<file path="src/rtl/bus_cycle_sequencer_if.sv">
// CPU-side bus bundle for the chip-select sequencer: request inputs plus
// the four active-low chip enables, ACK and WP_ERR pulses.
interface bus_cycle_sequencer_if;
  logic [15:13] ADDR;
  logic         RW;
  logic         VALID;
  logic         EEPROM_CE_N;
  logic         RAM_CE_N;
  logic         VIA_CE_N;
  logic         ACIA_CE_N;
  logic         ACK;
  logic         WP_ERR;

  modport slave (
    input  ADDR, RW, VALID,
    output EEPROM_CE_N, RAM_CE_N, VIA_CE_N, ACIA_CE_N, ACK, WP_ERR
  );

  modport master (
    output ADDR, RW, VALID,
    input  EEPROM_CE_N, RAM_CE_N, VIA_CE_N, ACIA_CE_N, ACK, WP_ERR
  );
endinterface

</file>
<file path="src/rtl/bus_cycle_sequencer.sv">
// Chip-select sequencer: decodes ADDR[15:13], stretches the selected CE_N for a
// per-device wait count, then pulses ACK. Optional macro EEPROM_WP_EN blocks EEPROM writes.
module bus_cycle_sequencer #(
  parameter int RAM_WAIT    = 0,
  parameter int VIA_WAIT    = 1,
  parameter int ACIA_WAIT   = 2,
  parameter int EEPROM_WAIT = 3,
  parameter int CNT_W       = 4
) (
  input logic                  CLK,
  input logic                  RESET,
  bus_cycle_sequencer_if.slave bus
);

  localparam logic [1:0] ST_IDLE   = 2'd0;
  localparam logic [1:0] ST_ACCESS = 2'd1;
  localparam logic [1:0] ST_DONE   = 2'd2;
  localparam logic [1:0] ST_WPERR  = 2'd3;

  localparam logic [1:0] RG_RAM    = 2'd0;
  localparam logic [1:0] RG_VIA    = 2'd1;
  localparam logic [1:0] RG_ACIA   = 2'd2;
  localparam logic [1:0] RG_EEPROM = 2'd3;

  logic [1:0]       state_q, state_d;
  logic [1:0]       region_q, region_d;
  logic [1:0]       addr_region;
  logic [CNT_W-1:0] cnt_q, cnt_d;
  logic [CNT_W-1:0] wait_sel;
  logic [3:0]       ce_n_q, ce_n_d;
  logic             ack_q, ack_d;
  logic             wp_block;

  always_comb begin
    case (bus.ADDR)
      3'b100:         addr_region = RG_VIA;
      3'b101:         addr_region = RG_ACIA;
      3'b110, 3'b111: addr_region = RG_EEPROM;
      default:        addr_region = RG_RAM;
    endcase
  end

  always_comb begin
    case (addr_region)
      RG_VIA:    wait_sel = CNT_W'(VIA_WAIT);
      RG_ACIA:   wait_sel = CNT_W'(ACIA_WAIT);
      RG_EEPROM: wait_sel = CNT_W'(EEPROM_WAIT);
      default:   wait_sel = CNT_W'(RAM_WAIT);
    endcase
  end

`ifdef EEPROM_WP_EN
  assign wp_block = !bus.RW && (addr_region == RG_EEPROM);
`else
  assign wp_block = 1'b0;
`endif

  // Abort (VALID dropped) takes priority over wait expiry while in ACCESS.
  always_comb begin
    state_d  = state_q;
    region_d = region_q;
    cnt_d    = cnt_q;
    case (state_q)
      ST_IDLE: begin
        if (bus.VALID) begin
          region_d = addr_region;
          if (wp_block) begin
            state_d = ST_WPERR;
          end else begin
            cnt_d   = wait_sel;
            state_d = ST_ACCESS;
          end
        end
      end
      ST_ACCESS: begin
        if (!bus.VALID) begin
          state_d = ST_IDLE;
        end else if (cnt_q != '0) begin
          cnt_d = cnt_q - 1'b1;
        end else begin
          state_d = ST_DONE;
        end
      end
      default: state_d = ST_IDLE;
    endcase
  end

  // Outputs are registered from the next state so they line up with it.
  always_comb begin
    ce_n_d = 4'b1111;
    if ((state_d == ST_ACCESS) || (state_d == ST_DONE)) begin
      ce_n_d[region_d] = 1'b0;
    end
    ack_d = (state_d == ST_DONE) || (state_d == ST_WPERR);
  end

  always_ff @(posedge CLK) begin
    if (RESET) begin
      state_q  <= ST_IDLE;
      region_q <= RG_RAM;
      cnt_q    <= '0;
      ce_n_q   <= 4'b1111;
      ack_q    <= 1'b0;
    end else begin
      state_q  <= state_d;
      region_q <= region_d;
      cnt_q    <= cnt_d;
      ce_n_q   <= ce_n_d;
      ack_q    <= ack_d;
    end
  end

`ifdef EEPROM_WP_EN
  logic wp_err_q;

  always_ff @(posedge CLK) begin
    if (RESET) begin
      wp_err_q <= 1'b0;
    end else begin
      wp_err_q <= (state_d == ST_WPERR);
    end
  end

  assign bus.WP_ERR = wp_err_q;
`else
  assign bus.WP_ERR = 1'b0;
`endif

  assign bus.RAM_CE_N    = ce_n_q[RG_RAM];
  assign bus.VIA_CE_N    = ce_n_q[RG_VIA];
  assign bus.ACIA_CE_N   = ce_n_q[RG_ACIA];
  assign bus.EEPROM_CE_N = ce_n_q[RG_EEPROM];
  assign bus.ACK         = ack_q;

endmodule

</file>
<file path="src/flat_wrapper.sv">
// flat-port wrapper written by rule: the top's interface ports become plain ports
module bus_cycle_sequencer_flat 
#(
  parameter int RAM_WAIT    = 0,
  parameter int VIA_WAIT    = 1,
  parameter int ACIA_WAIT   = 2,
  parameter int EEPROM_WAIT = 3,
  parameter int CNT_W       = 4
)
  (CLK, RESET, bus_ADDR, bus_RW, bus_VALID, bus_EEPROM_CE_N, bus_RAM_CE_N, bus_VIA_CE_N, bus_ACIA_CE_N, bus_ACK, bus_WP_ERR);
  bus_cycle_sequencer_if bus_i ();
  input logic CLK;
  input logic RESET;
  input wire logic [$bits(bus_i.ADDR)-1:0] bus_ADDR;
  input wire logic [$bits(bus_i.RW)-1:0] bus_RW;
  input wire logic [$bits(bus_i.VALID)-1:0] bus_VALID;
  output wire logic [$bits(bus_i.EEPROM_CE_N)-1:0] bus_EEPROM_CE_N;
  output wire logic [$bits(bus_i.RAM_CE_N)-1:0] bus_RAM_CE_N;
  output wire logic [$bits(bus_i.VIA_CE_N)-1:0] bus_VIA_CE_N;
  output wire logic [$bits(bus_i.ACIA_CE_N)-1:0] bus_ACIA_CE_N;
  output wire logic [$bits(bus_i.ACK)-1:0] bus_ACK;
  output wire logic [$bits(bus_i.WP_ERR)-1:0] bus_WP_ERR;
  assign bus_i.ADDR = bus_ADDR;
  assign bus_i.RW = bus_RW;
  assign bus_i.VALID = bus_VALID;
  assign bus_EEPROM_CE_N = bus_i.EEPROM_CE_N;
  assign bus_RAM_CE_N = bus_i.RAM_CE_N;
  assign bus_VIA_CE_N = bus_i.VIA_CE_N;
  assign bus_ACIA_CE_N = bus_i.ACIA_CE_N;
  assign bus_ACK = bus_i.ACK;
  assign bus_WP_ERR = bus_i.WP_ERR;
  bus_cycle_sequencer #(.RAM_WAIT(RAM_WAIT), .VIA_WAIT(VIA_WAIT), .ACIA_WAIT(ACIA_WAIT), .EEPROM_WAIT(EEPROM_WAIT), .CNT_W(CNT_W)) u_core (.CLK(CLK), .RESET(RESET), .bus(bus_i));
endmodule
</file>
<file path="config.mk">
export PLATFORM = sky130hd
export DESIGN_NAME = bus_cycle_sequencer_flat
export DESIGN_NICKNAME = d
export VERILOG_FILES = /design/src/rtl/bus_cycle_sequencer_if.sv /design/src/rtl/bus_cycle_sequencer.sv /design/src/flat_wrapper.sv
export SDC_FILE = /design/constraint.sdc
export NUM_CORES = 1
export LEC_CHECK = 0
export CAP_MARGIN = 20
export CORE_MARGIN = 5
export CORE_UTILIZATION = 42
export DETAILED_ROUTE_END_ITERATION = 6
export GPL_TIMING_DRIVEN = 1
export PLACE_DENSITY = 0.83
export SYNTH_ARGS = -nofsm -noshare
export SYNTH_HDL_FRONTEND = slang
export SYNTH_SLANG_ARGS = --single-unit
</file>
<file path="constraint.sdc">
create_clock -name CLK -period 1.7 [get_ports CLK]
set_clock_uncertainty 0.2 [all_clocks]
set_input_delay 0.17 -clock CLK [delete_from_list [all_inputs] [get_ports CLK]]
set_output_delay 0.17 -clock CLK [all_outputs]
set_load 0.005 [all_outputs]
</file>
-- Word-level counts from Yosys, hierarchy flattened
Index checks and enable logic that the tools add are counted.
- input bits: 7
- word-level logic and storage cells: 47
- flip-flop bits (word level): 13
- equality and inequality tests: 14
- add/subtract/negate cells: 1
- muxes and demuxes: 14
- $lt $le $gt $ge: 2
- bitwise logic cells: 2
- reductions and logical operators: 9
- operators with widths (cell ; count):
    $eq A3 B3 Y1 const B ; 4
    $mux W4 ; 3
    $pmux W2 S3 ; 2
    $mux W2 ; 5
    $eq A2 B2 Y1 const B ; 4
    $pmux W4 S2 ; 1
    $eq A2 B1 Y1 const B ; 3
    $ne A2 B2 Y1 const B ; 2
    $not A4 Y4 ; 1
    $pmux W2 S2 ; 1
    $reduce_and A4 Y1 ; 1
    $reduce_bool A4 Y1 ; 1
    $reduce_or A2 Y1 ; 2
    $sub A4 B1 Y4 const B ; 1
    $lt A2 B3 Y1 const B ; 1
    $demux W1 S2 ; 1
    $ge A2 B1 Y1 const B ; 1
    $logic_not A2 Y1 ; 1
    $logic_or A1 B1 Y1 ; 2
    $ne A2 B1 Y1 const B ; 1
    $reduce_bool A2 Y1 ; 1
    $logic_and A1 B1 Y1 ; 1
    $mux W1 ; 1
    $not A1 Y1 ; 1

-- Logic depth before layout (Yosys ltp)
Gate-level depths: netlist of the first run.
- depth after elaboration: 10
- gate-level depth with buffers: 5

-- Worst setup path after synthesis of the first run
Ideal clock, no wire load.
- path type: register to register
- start: register u_core.cnt_q[0]
- end: register u_core.cnt_q[3]
- setup time: 0.070 ns
- path slack: 0.036 ns
- stages on the path, launching flop included: 6
- required time: 1.430 ns
- arrival: 1.394 ns
- buffers on the path: 0
- cells stage by stage: dfxtp_1 inv_1 ha_1 and4bb_2 or4_1 a21oi_1
- longest elaborated chain between the ends: 4
- elaborated cells between the ends (all ways): 7
- ends and longest elaborated chain (what ; RTL line ; source):
    from (decl) ; bus_cycle_sequencer.sv:28 ; logic [CNT_W-1:0] cnt_q, cnt_d;
    from (signal assigned) ; bus_cycle_sequencer.sv:107 ; cnt_q <= cnt_d;
    $sub A4 B1 Y4 ; bus_cycle_sequencer.sv:79 ; cnt_d = cnt_q - 1'b1;
    $mux W4 ; bus_cycle_sequencer.sv:78 ; end else if (cnt_q != '0) begin
    $mux W4 ; bus_cycle_sequencer.sv:76 ; if (!bus.VALID) begin
    $pmux W4 S2 ; bus_cycle_sequencer.sv:63 ; case (state_q)
Parallel ways exist; a longest one is shown, timed or not. The select of a mux whose other input is x is not followed.
A chain may end at the register's enable or synchronous reset.

-- Worst setup path after layout of the first run
- start: register u_core.cnt_q[1]
- end: register u_core.cnt_q[3]
Same word-level chain as after synthesis.

==> impl_results.md, run 1 <==
- PortBufs: 10
- Layout cells sized above 1: between 20% and 30%
- Switching power: 168.4 uW
- P_int: 503.4 uW
- TritonCTS clock tree: yes
- CP peak stage delay: approximately 0.49 ns
- GP Congestion: 0.8152
- Via density: 5.376
- Final setup viols: 0
- Hold depth: 2
- Post-synthesis sequential element count: 12
- Busiest grt layer: met2
- Combinational Power Share: 19.9%
- Crit-path max FO: 2
- ANT nets after route: 0
- Max_cap viols: 0
- Yosys top cell area share: 40.34%
- WP buf/inv: 1
- Number of global-route vias before repair: just under 500
- Sw frac: approximately 25%
- Design area: 799.5 um2
- IO Pins: 13
- Worst path cell trace: buf_4, or3_1, or4_4, a21oi_2
- Seq/Total Area, Yosys: between 40% and 50%
- Syn_nets: 76
- Final Power: 671.8 uW
- Maximum vdd drop: 0.5371 mV
- Later-pin clock latency in the skew report: 0.27 ns
- Synth Instances: 67
- Clk pwr share: around 34%
- R2R setup slack: 0.04 ns
- Synthesis-to-finish area growth: 34.24%
- Global Route met2 Usage: between 20% and 30%
- Final Hold Fails: 0
- Critical path class: flop to flop
- Die Y: 47.66 um
- Synth Cell Area: 595.6 um2
- Layout Utilization: between 60% and 70%
- Crit end category: flop
- Nets: 96
- Tightest Hold Check Type: flop to flop
- Cell total after placement: 97
- Num rows: 13
- PD cells: 840.2 mW/mm2
- Period utilization: a little over nine tenths
- Pre-Repair DR Iteration Count: 4
- Depth of the CTS H-tree: 1
- DR DRC count: 0
- Die span in x: 47.66 um
- Minimum clock period: 1.657 ns
- Sink Count: 12
- Grt ovf: 0
- Non-filler cells in the finished layout: about 100
- Syn Area/Cell: 8.889 um2
- YS warnings: 0
- Antenna violations before repair: 0
- Startpoint Class: flop
- Post-CTS setup buffers: 0
- F_max: slightly above 600 MHz
- Slowest library cell on the worst path: or4_4
- Met1 Use GR: 15.77%
- Synth unique cells: 31
- Kind of cell adding the most delay to the critical path: simple AND/OR/NAND/NOR gates
- Drt first-iter violations: 4
- Gr usage total: 12.90%
- DP Wirelength: about 960 um
- First-pass GRT wire length: roughly 2.0 mm
- CTS Buf Count: 3
- Clock Path Buffers: 2
- Seq pwr share: 46.3%
- Critical path depth: 4
- RSZ-0062 raised after global routing: false
- Top cells by area, synth: dfxtp_1 (40%), o21ai_0 (5.9%), a21oi_1 (4.2%), ha_1 (4.2%), nand2b_1 (3.2%)
- R2R cell count: 4
- Wire per inst: around 12 um
- GR Util met3: 4.511%
- Worst EP arrival: 1.67 ns
- CTS clk-pin slew, worst paths: 0.08 ns
- Largest net degree at the start of global routing: 9
- Post-placement cell area: 752.0 um2
- Ant. Diodes: 0
- Die area: 0.002271 mm2
- Max-slew violations: 0
- Core ar.: 0.001318 mm2
- Pleak: 0.0003194 uW
- Run status: finished, final reports clean
- Initial core utilization: between 40% and 50%
- Crit path required time: 1.72 ns
- Yosys top cell by area: dfxtp_1
- Total Wirelength: 1.201 mm
- Via count: roughly 540
- Root Buffer: clkbuf_4
[logic make-up (layout without fill, tap and decap cells)]
logic type               after synthesis  count (layout)  synth area share (%)
AND/OR/NAND/NOR                       29              29                 33.82
adder cells (fa/ha/maj)                2               2                 4.201
AO/OA/AOI/OAI                         16              16                 14.71
other                                  1               1                0.6296
flip-flops                            12              12                 40.34
buffers and inverters                  7              26                 6.302
[cell usage in the layout (no fill, tap or decap), types with 3 or more instances in the layout]
cell type and instances:
nor2_1 3, nor3_1 3, nand2_1 3, nand2b_1 3, a21oi_1 4, clkbuf_4 3, inv_1 3, clkdlybuf4s50_1 10
dfxtp_1 11, buf_4 8, o21ai_0 7
[timing repair]
action / in CTS / in global routing
pin swaps: 0 / 2
resized for setup: 1 / 4
hold buffers: 0 / 0
setup endpoints to repair: 1 / 2
[state kept, by name (all words and copies together), names as in the netlist]
name and cells:
u_core.bus.ACK 1, u_core.state_q 1, u_core.ce_n_q 4, u_core.region_q 2
u_core.cnt_q 4
[power by group through the flow]
stage / logic, uW / registers (uW) / clock network (uW)
after CTS: 127 / 310 / 234
after detailed placement: 126 / 317 / 0
after global routing: 148 / 314 / 250
final: 134 / 311 / 227
after global placement: 124 / 316 / 0
after floorplan: 73.1 / 315 / 0
[path summary, 6_finish.rpt]
kind | end | startpoint
worst max-delay path | u_core.cnt_q[3] | u_core.cnt_q[1]
worst min-delay path | u_core.cnt_q[2] | u_core.cnt_q[2]
worst max register to register | u_core.cnt_q[3] | u_core.cnt_q[1]
worst min register to register | u_core.cnt_q[2] | u_core.cnt_q[2]
[worst reg2reg max path, delay by kind of cell (launching register included)]
| family | cells | cell delay [ns] |
|---|---|---|
| simple gates | 2 | 0.84 |
| compound gates | 1 | 0.12 |
| buf+inv | 1 | 0.13 |
| flops | 1 | 0.31 |
[synthesized netlist by cell type]
master / number
a21oi_1: 5
buf_1: 1
and2b_1: 1
nor2_1: 3
nand4bb_1: 1
or3b_1: 1
nor3b_1: 2
nor3b_2: 1
o21ai_0: 7
and4b_1: 1
a311oi_1: 1
nand2b_4: 1
o21a_1: 1
and4bb_2: 1
and3_1: 2
nand4_1: 1
o21ai_1: 1
a31oi_1: 1
conb_1: 1
buf_6: 1
nand2b_1: 3
nand2_1: 3
buf_4: 1
ha_1: 2
inv_1: 4
nor3_1: 3
nand3_1: 1
nor4b_1: 1
or4_1: 2
dfxtp_1: 12
or3_1: 1
[metal layers]
| layer | vias up | wire length [um] |
|---|---|---|
| met1 | 251 | 539 |
| met2 | 12 | 573 |
| met5 | - | 0 |
| met4 | 0 | 23 |
| li1 | 276 | - |
| met3 | 4 | 64 |
[area by class of cell]
type,count,area [um2]
repair buffers,18,160.2
clock buffers,4,36.28
flip-flops and latches,12,241.5
well taps,15,18.77
inverters,4,15.01
fillers,110,518.0
multi-input cells,48,327.8
[per-stage QoR]
stage	TNS [ns]	hold slack (ns)	setup slack [ns]
final	0	0.3070	0.04271
after detailed placement	-0.1646	0.2957	-0.1186
after global placement	-0.08282	0.2815	-0.07090
after CTS	0	0.3065	0.001206
after floorplan	0	0.1402	0.03613
after global routing	0	0.3348	0.009655
Power figures use the tool's default switching activity.
==> run 2: changes to the inputs <==
ABC_AREA = 1   (was unset)
REMOVE_ABC_BUFFERS = 1   (was unset)
==> run 2 against run 1 <==
Against the previous run: worst setup slack improved by 0.069 ns; sequential power is essentially flat; combinational power is 6% higher; power rose by 1.8%; global-route usage up 0.14 points; cell area fell by 7.5%; non-clock buffer count decreased by 8; highest routed layer unchanged; worst hold slack improved by 0.020 ns; clock power about the same; critical endpoint is now bus_ACK; synthesized cell count up 18%; die area shrank 0.50%; largest cell class unchanged.
==> impl_results.md, run 2 <==
- Run status: finished, final reports clean
- Primary FF master, synth: dfxtp_1
- Cell total after placement: 103 (+6.2%)
- Synthesis-to-finish area growth: 24.95%
- Grt ovf: 0 (unchanged)
- Layout Utilization: 56.13% (-4.6 points)
- Layout fillers: 116 (+5.5%)
- Worst path cell trace: clkdlybuf4s50_1
- Ant. Diodes: 0 (unchanged)
- R2R setup slack: 0.25 ns (+0.21 ns)
- Max_cap viols: 0 (unchanged)
- CTS clk-pin slew, worst paths: 0.08 ns (about the same)
- Via density: 4.869 (-9.4%)
- Crit end category: primary output
- YS warnings: 0 (unchanged)
- ANT nets after route: 0 (unchanged)
- TritonCTS clock tree: yes
- WP buf/inv: 1 (unchanged)
- CP peak stage delay: 0.53 ns (+0.04 ns)
- Non-filler cells in the finished layout: 107 (+5.9%)
- Design area: 739.5 um2 (-7.5%)
- Num rows: 13 (unchanged)
- Minimum clock period: 1.588 ns (-0.06940 ns)
- Nets: 102 (+6.3%)
- Initial core utilization: 44.92% (-0.28 points)
- DP Wirelength: 816.6 um (-14%)
- Final setup viols: 0 (unchanged)
- Period utilization: 93.41% (-4.1 points)
- CTS Buf Count: 3 (unchanged)
- Core ar.: 0.001318 mm2 (unchanged)
- Via count: 521 (-4.1%)
- Pleak: 0.0003326 uW (+4.1%)
- Kind of cell adding the most delay to the critical path: buffers and inverters
- Syn Area/Cell: 7.491 um2 (-16%)
- Top cells by area, synth: dfxtp_1 (41%), nand2_1 (9.5%), nor2_1 (8.2%), nand2_4 (5.7%), nand3_1 (5.1%)
- Critical path class: flop to primary output
- IO Pins: 13 (unchanged)
- Drt first-iter violations: 5 (+1)
- Yosys top cell by area: dfxtp_1
- GP Congestion: 0.7281 (-11%)
- Pre-Repair DR Iteration Count: 4 (unchanged)
- Root Buffer: clkbuf_4
- Sink Count: 12 (unchanged)
- Setup TNS: 0 ns (unchanged)
- Die span in x: 47.54 um (-0.25%)
- Total Wirelength: 1.131 mm (-5.8%)
- PD cells: 925.3 mW/mm2 (+10%)
- Crit-path max FO: 3 (+1)
- Commonest cells after routing, fill and taps aside: nand2_1 (15), nor2_1 (13), dfxtp_1 (12)
- Startpoint Class: flop
- Post-synthesis sequential element count: 12 (unchanged)
- Synth Instances: 79 (+18%)
- Depth of the CTS H-tree: 1 (unchanged)
- RSZ-0062 raised after global routing: false
- Clock Path Buffers: 2 (unchanged)
- Crit path required time: 1.33 ns (-0.39 ns)
- Wire per inst: 10.57 um (-11%)
- Worst EP arrival: 1.22 ns (-0.45 ns)
- Yosys top cell area share: 40.59% (+0.26 points)
- Tightest Hold Check Type: flop to flop
- Antenna violations before repair: 0 (unchanged)
- Synth Cell Area: 591.8 um2 (-0.63%)
- Die Y: 47.54 um (-0.25%)
- Top flop regs: u_core.ce_n_q x4, u_core.cnt_q x4, u_core.region_q x2
- Most common cell in the synthesized netlist: nand2_1
- Hold Buf Count CTS: 0 (unchanged)
- Post-synth EDFFs: 0 (unchanged)
- Max-slew violations: 0 (unchanged)
- Slowest library cell on the worst path: clkdlybuf4s50_1
- Final Hold Fails: 0 (unchanged)
- Later-pin clock latency in the skew report: 0.28 ns (about the same)
- Post-placement cell area: 703.2 um2 (-6.5%)
- Gr usage total: 13.04% (+0.14 points)
- Largest net degree at the start of global routing: 8 (-1)
- Synth unique cells: 19 (-39%)
- Number of global-route vias before repair: 498 (+1.8%)
- Post-CTS setup buffers: 0 (unchanged)
- PortBufs: 10 (unchanged)
- Ys async rst share: 0% (unchanged)
- Synth cell count leaders: nand2_1 (15), nor2_1 (13), dfxtp_1 (12), inv_1 (7), nand3_1 (6)
- Die area: 0.002260 mm2 (-0.50%)
- First-pass GRT wire length: 1.876 mm (-5.9%)
- Maximum vdd drop: 0.4117 mV (-23%)
- Seq/Total Area, Yosys: 40.59% (+0.26 points)
- Commonest non-fill, non-tap cell in the layout: nand2_1
- Fin Hold WS: 0.3266 ns (+0.01967 ns)
- F_max: 629.8 MHz (+4.4%)
- Layout cells sized above 1: 19.57% (-3.7 points)
- DR DRC count: 0 (unchanged)
- Post-cts gate resize count: 0 (-1)
-- run 2: cell types whose count changed in the layout (fill, tap and decap cells not counted), sizes merged, moves of 2 or more --
cell | before | now
inv | 4 | 11
nand2b | 4 | 0
nor2 | 3 | 15
nor3b | 3 | 0
nand3 | 1 | 6
a21oi | 5 | 0
or4 | 2 | 0
buf | 8 | 0
nand2 | 3 | 20
o21ai | 8 | 6
and3 | 2 | 0
-- run 2: cell families after synthesis --
group	count (synthesis)	share of synthesized area, %
AOI/OAI and AO/OA	6	6.977
adders and majority gates	2	4.228
buffers and inverters	13	9.304
DFF	12	40.59
other	1	0.6336
and+or+nand+nor	45	38.27
-- run 2: metrics by stage --
step	total power (uW)	setup slack, ns
6_report	684.2	0.1121
5_1_grt	724.3	0.06036
4_1_cts	690.2	0.09504
3_5_place_dp	459.1	0.1910
3_3_place_gp	455.6	0.2013
2_1_floorplan	418.2	0.4159
-- run 2: path summary, 6_finish.rpt --
path | depth (start not counted) | end | start
setup / recovery | 1 | bus_ACK | u_core.bus.ACK
hold / removal | 2 | u_core.cnt_q[3] | u_core.cnt_q[3]
setup reg to reg | 9 | u_core.cnt_q[3] | u_core.cnt_q[0]
hold reg to reg | 2 | u_core.cnt_q[3] | u_core.cnt_q[3]
-- run 2: routing by layer --
metal  track usage [%]  up-vias  wire length [um]
met5                 0        -                 0
met4             15.59        0                70
met3             5.639        7                82
met2             20.32       18               503
met1             11.46      227               473
li1                  -      269                 -
-- run 2: area by class of cell --
class,count,area (um2),area share [%]
well taps,15,18.77,2.538
flip-flops and latches,12,240.2,32.49
inverters,12,47.55,6.430
repair buffers,10,100.1,13.54
clock buffers,4,36.28,4.907
multi-input cells,54,296.5,40.10
-- run 2: power breakdown --
part / switching (uW) / total [uW] / internal (uW)
sequential: 13.8 / 314 / 301
clock: 97.9 / 228 / 130
combinational: 82.1 / 142 / 59.6
